--- config.mk ---
export PLATFORM = sky130hd
export DESIGN_NAME = jrc_seq_ctrl
export DESIGN_NICKNAME = d
export VERILOG_FILES = /design/src/rtl/jrc_seq_ctrl.sv
export SDC_FILE = /design/constraint.sdc
export NUM_CORES = 1
export LEC_CHECK = 0
export ABC_AREA = 1
export BUFFER_PORTS_ARGS = -buffer_cell sky130_fd_sc_hd__buf_2
export CORE_ASPECT_RATIO = 1.5
export CORE_MARGIN = 2
export CORE_UTILIZATION = 25
export DETAILED_ROUTE_END_ITERATION = 8
export MAX_ROUTING_LAYER = met4
export SETUP_SLACK_MARGIN = 0.2
export SLEW_MARGIN = 20
export SYNTH_ARGS = -nofsm -noshare
export SYNTH_HDL_FRONTEND = slang
export SYNTH_SLANG_ARGS = --single-unit
--- constraint.sdc ---
create_clock -name iClk -period 1.45 [get_ports iClk]
set_input_delay 0.2175 -clock iClk [delete_from_list [all_inputs] [get_ports iClk]]
set_output_delay 0.2175 -clock iClk [all_outputs]
set_load 0.01 [all_outputs]
--- src/rtl/jrc_seq_ctrl.sv ---
// jrc_seq_ctrl: sequencing controller for a 4-bit Johnson pattern generator.
// Steps a 3-bit phase register forward/backward at a programmable rate in
// continuous, counted or single-step mode, with a start/stop/busy/done handshake.
// Ports:
//   iClk, iRst_n         clock (rising edge), async active-low reset
//   iStart, iStop        run request (IDLE only) / abort request (RUN only)
//   iDir                 0 forward, 1 reverse
//   iMode                0 continuous, 1 counted, 2/3 single
//   iSteps, iDiv         step count (counted mode), step every iDiv+1 clocks
//   oQ, oPhase           Johnson pattern and raw phase
//   oBusy, oStep, oDone  running, phase-change pulse, completion pulse
module jrc_seq_ctrl #(
  parameter int unsigned PRESC_W = 16,
  parameter int unsigned CNT_W   = 8
) (
  input  logic               iClk,
  input  logic               iRst_n,
  input  logic               iStart,
  input  logic               iStop,
  input  logic               iDir,
  input  logic [1:0]         iMode,
  input  logic [CNT_W-1:0]   iSteps,
  input  logic [PRESC_W-1:0] iDiv,
  output logic [3:0]         oQ,
  output logic [2:0]         oPhase,
  output logic               oBusy,
  output logic               oStep,
  output logic               oDone
);

  typedef enum logic [1:0] {IDLE, RUN, DONE} state_t;

  localparam logic [1:0] MODE_CONT = 2'd0;
  localparam logic [1:0] MODE_CNT  = 2'd1;

  state_t             state, stateNext;
  logic [2:0]         phase, phaseNext;
  logic [PRESC_W-1:0] presc, prescNext;
  logic [CNT_W-1:0]   remaining, remainingNext;
  logic               cfgDir, cfgDirNext;
  logic [1:0]         cfgMode, cfgModeNext;
  logic [PRESC_W-1:0] cfgDiv, cfgDivNext;
  logic               stepNext;
  logic               tick;

  logic [3:0]         qReg;
  logic               busyReg, stepReg, doneReg;

  // Johnson decode of the phase
  function automatic logic [3:0] johnson(input logic [2:0] ph);
    logic [3:0] q;
    case (ph)
      3'd0:    q = 4'b0000;
      3'd1:    q = 4'b1000;
      3'd2:    q = 4'b1100;
      3'd3:    q = 4'b1110;
      3'd4:    q = 4'b1111;
      3'd5:    q = 4'b0111;
      3'd6:    q = 4'b0011;
      default: q = 4'b0001;
    endcase
    return q;
  endfunction

  assign tick = (presc == cfgDiv);

  // Next-state and datapath update
  always_comb begin
    stateNext     = state;
    phaseNext     = phase;
    prescNext     = presc;
    remainingNext = remaining;
    cfgDirNext    = cfgDir;
    cfgModeNext   = cfgMode;
    cfgDivNext    = cfgDiv;
    stepNext      = 1'b0;

    case (state)
      IDLE: begin
        if (iStart && !iStop) begin
          cfgDirNext  = iDir;
          cfgModeNext = iMode;
          cfgDivNext  = iDiv;
          prescNext   = '0;
          if (iMode == MODE_CNT) begin
            remainingNext = iSteps;
            // A zero-length counted run completes without ever stepping
            stateNext     = (iSteps == '0) ? DONE : RUN;
          end else begin
            remainingNext = (iMode == MODE_CONT) ? '0 : CNT_W'(1);
            stateNext     = RUN;
          end
        end
      end

      RUN: begin
        // Stop wins over a coincident tick: phase holds, no step
        if (iStop) begin
          stateNext = IDLE;
        end else if (tick) begin
          phaseNext = cfgDir ? (phase - 3'd1) : (phase + 3'd1);
          stepNext  = 1'b1;
          prescNext = '0;
          if (cfgMode != MODE_CONT) begin
            remainingNext = remaining - CNT_W'(1);
            if (remaining == CNT_W'(1)) stateNext = DONE;
          end
        end else begin
          prescNext = presc + PRESC_W'(1);
        end
      end

      DONE: begin
        stateNext = IDLE;
      end

      default: begin
        stateNext = IDLE;
      end
    endcase
  end

  // State, datapath and registered outputs
  always_ff @(posedge iClk or negedge iRst_n) begin
    if (!iRst_n) begin
      state     <= IDLE;
      phase     <= '0;
      presc     <= '0;
      remaining <= '0;
      cfgDir    <= 1'b0;
      cfgMode   <= '0;
      cfgDiv    <= '0;
      qReg      <= '0;
      busyReg   <= 1'b0;
      stepReg   <= 1'b0;
      doneReg   <= 1'b0;
    end else begin
      state     <= stateNext;
      phase     <= phaseNext;
      presc     <= prescNext;
      remaining <= remainingNext;
      cfgDir    <= cfgDirNext;
      cfgMode   <= cfgModeNext;
      cfgDiv    <= cfgDivNext;
      qReg      <= johnson(phaseNext);
      busyReg   <= (stateNext == RUN);
      stepReg   <= stepNext;
      doneReg   <= (stateNext == DONE);
    end
  end

  assign oQ     = qReg;
  assign oPhase = phase;
  assign oBusy  = busyReg;
  assign oStep  = stepReg;
  assign oDone  = doneReg;

endmodule

==> summary.md <==
| Metric | Value |
|---|---|
| Min cycle time layout | 1.74 ns |
| GPL Wtd Cong | 0.890 |
| Initial Util | 0.258 |
| Filler Cells Inserted | 1,185 |
| ANT nets after route | 0 |
| Post-Syn Instances | 411 |
| H-tree lvl count | 2 |
| Max_cap viols | 0 |
| Arr. time, crit path | 1.97 ns |
| Critical path endpoint category | flop |
| Antenna diodes | 0 |
| Die Area | 0.0133 sq mm |
| Vias | 3,209 |
| Post-Route Utilization | 0.421 |
| IO buf count | 40 |
| CTS tree | yes |
| Worst-Margin Slew | 0.479 ns |
| F_max | 576 MHz |
| Placed insts | 665 |
| Fin area | 0.00506 sq mm |
| Io pins | 41 |
| Syn Area/Cell | 7.53 sq um |
| First-pass GRT wire length | 14,900 um |
| Main flop type after synthesis | dfrtp_1 |
| Worst hold path class | input port to flop |
| Max-slew headroom | 0.678 |
| Setup WS post-layout | -0.286 ns |
| Skew final | 0.00792 ns |
| Post-DP HPWL | 6180 um |
| Fin crit share | 1.20 |
| Post-Place Cell Area | 0.00403 sq mm |
| Drt pass-1 iters | 4 |
| Post-synthesis sequential area ratio | 0.445 |
| WP data required | 1.68 ns |
| #FFs+latches synth | 55 |
| Total track usage | 0.146 |
| Violated checks | setup timing |
| PwrDens | 1090 mW/mm^2 |
| Cell Area, Synth | 0.00310 sq mm |
| Gr ovfl total | 0 |
| Final nets | 594 |
| Post-synthesis cell type count | 35 |
| Die Width | 94.9 um |
| Leak pwr | 0.00247 uW |
| CTS Buffer Depth | 2 |
| DRC | 0 |
| Max-slew violations | 0 |
| Area growth, synth to finish | 63.5% |
| Routed len/inst | 13.5 um |
| Async SR Flop Fraction | 1.00 |
| YS warnings | 0 |
| DRT iter0 DRCs | 133 |
| Post-synth EDFFs | 0 |
| Non-filler cells in the finished layout | 713 |
| Cell Rows | 49 |
| Largest net degree at the start of global routing | 40 |
| Overall die height | 140 um |
| RSZ-0062 raised after global routing | yes |
| Status | finished with violations |
| Total power | 5500 uW |
| CP Launch Type | flop |
| Worst vdd ir | 0.522 mV |
| Vias in the first global route | 3,187 |
| Clock Sinks | 55 |
| Crit Path Class | flop to flop |
| Initial antenna violation count | 0 |
| Worst-path clk slew | 0.07 ns |
| Final wirelength | 9620 um |
| Max FO, Critical Path | 6 |
| Root Buffer | clkbuf_16 |
| Final hold slack | 0.116 ns |
| Routed vias/inst | 4.50 |
| Setup violations, final | 36 |
| Final hold vios | 0 |
| Layout cells sized above 1 | 0.491 |
| Num CTS Buffers | 5 |
| Core ar. | 0.0120 sq mm |
| Syn Nets | 446 |
| Worst-skew pair later-pin latency | 0.30 ns |
[state kept, by name, indices dropped and copies added, names as in the netlist]
| name | count |
|---|---|
| oQ | 4 |
| cfgDir | 1 |
| presc | 16 |
| oStep | 1 |
| oBusy | 1 |
| remaining | 8 |
| cfgDiv | 16 |
| cfgMode | 2 |
| state | 2 |
| oPhase | 3 |
| oDone | 1 |
[placed cells by master (no fill, tap or decap), types with 15 or more instances in the layout]
cell,n
nor2_1,22
nand2_2,39
inv_2,15
dfrtp_1,54
buf_6,20
buf_2,39
buf_4,84
inv_1,39
nand2_1,93
[cell families after synthesis]
family | after synthesis | synth area share
buf+inv | 67 | 0.0865
compound gates | 48 | 0.0922
xor+xnor | 21 | 0.0594
fa+ha+maj | 4 | 0.0186
simple gates | 216 | 0.299
flops | 55 | 0.445
[area by class of cell]
type / instances / area [sq um] / share of cell area
Multi-Input combinational cell: 289 / 1860 / 0.367
Sequential cell: 55 / 1380 / 0.272
Timing Repair Buffer: 152 / 1240 / 0.245
Inverter: 56 / 219 / 0.0433
Tap cell: 153 / 191 / 0.0378
Clock buffer: 6 / 139 / 0.0274
Clock inverter: 2 / 38.8 / 0.00766
[synthesized netlist by cell type (all sizes together) (2+ instances only)]
cell type	count	area (sq um)
buf	3	23.8
a21oi	10	61.3
clkbuf	8	33.8
ha	3	37.5
xnor2	6	52.6
clkinv	2	7.51
nand3	19	100
o22ai	2	12.5
inv	54	203
nor3	6	30.0
nand4	7	43.8
xor2	15	131
nor4	3	25.0
a31oi	2	12.5
nor2	40	175
nand2	140	543
dfrtp	55	1380
o21ai	33	191
[critical path, stage by stage (launching register included)]
cell and delay [ns]:
dfrtp_1 0.41, xor2_1 0.17, nor2_1 0.13, nand2_1 0.12
nor2_4 0.15, nand2_2 0.07, nand2_2 0.08, nand2_4 0.07
a21oi_4 0.13, buf_6 0.13, buf_16 0.12, nand2_2 0.05
o21ai_2 0.04
[stage by stage]
step | TNS [ns] | worst slack (ns)
2_1_floorplan | -1.66 | -0.148
3_3_place_gp | -5.84 | -0.244
3_5_place_dp | -6.72 | -0.262
4_1_cts | -6.37 | -0.251
5_1_grt | -12.26 | -0.421
6_report | -8.00 | -0.286
[layer usage]
layer	vias up	global-route usage	wire length, um
met5	-	-	0
met4	0	0.0412	187
met3	14	0.0242	304
met2	70	0.265	5430
met1	1542	0.162	3700
li1	1583	-	-
[path summary, 6_finish.rpt]
check                                start            to  slack (ns)  cells past startpoint
worst min-delay path                  iDir        cfgDir        0.12                      3
max in group asynchronous           iRst_n     oPhase[0]        0.46                      3
worst min register to register  cfgMode[1]    cfgMode[1]        0.48                      2
min in group asynchronous           iRst_n    cfgMode[1]        0.41                      2
worst max register to register    presc[2]  remaining[5]       -0.29                     12
worst max-delay path              presc[2]  remaining[5]       -0.29                     12
[report_power, final]
| group | total, uW | switching [uW] | leakage (uW) | internal, uW |
|---|---|---|---|---|
| Sequential | 1910 | 149 | 0.000699 | 1760 |
| Clock | 1470 | 603 | 0.0000875 | 871 |
| Combinational | 2120 | 1100 | 0.00168 | 1020 |
| Total | 5500 | 1850 | 0.00247 | 3650 |
[repair_timing]
item | 4_1_cts | 5_1_grt
endpoints found under the setup margin | 53 | 56
buffers inserted | 25 | 11
endpoints found under the hold margin | 16 | 0
hold buffers | 1 | 0
resized for setup | 99 | 54
pin swaps | 23 | 26
gates cloned | 3 | 0
Power figures use the tool's default switching activity.
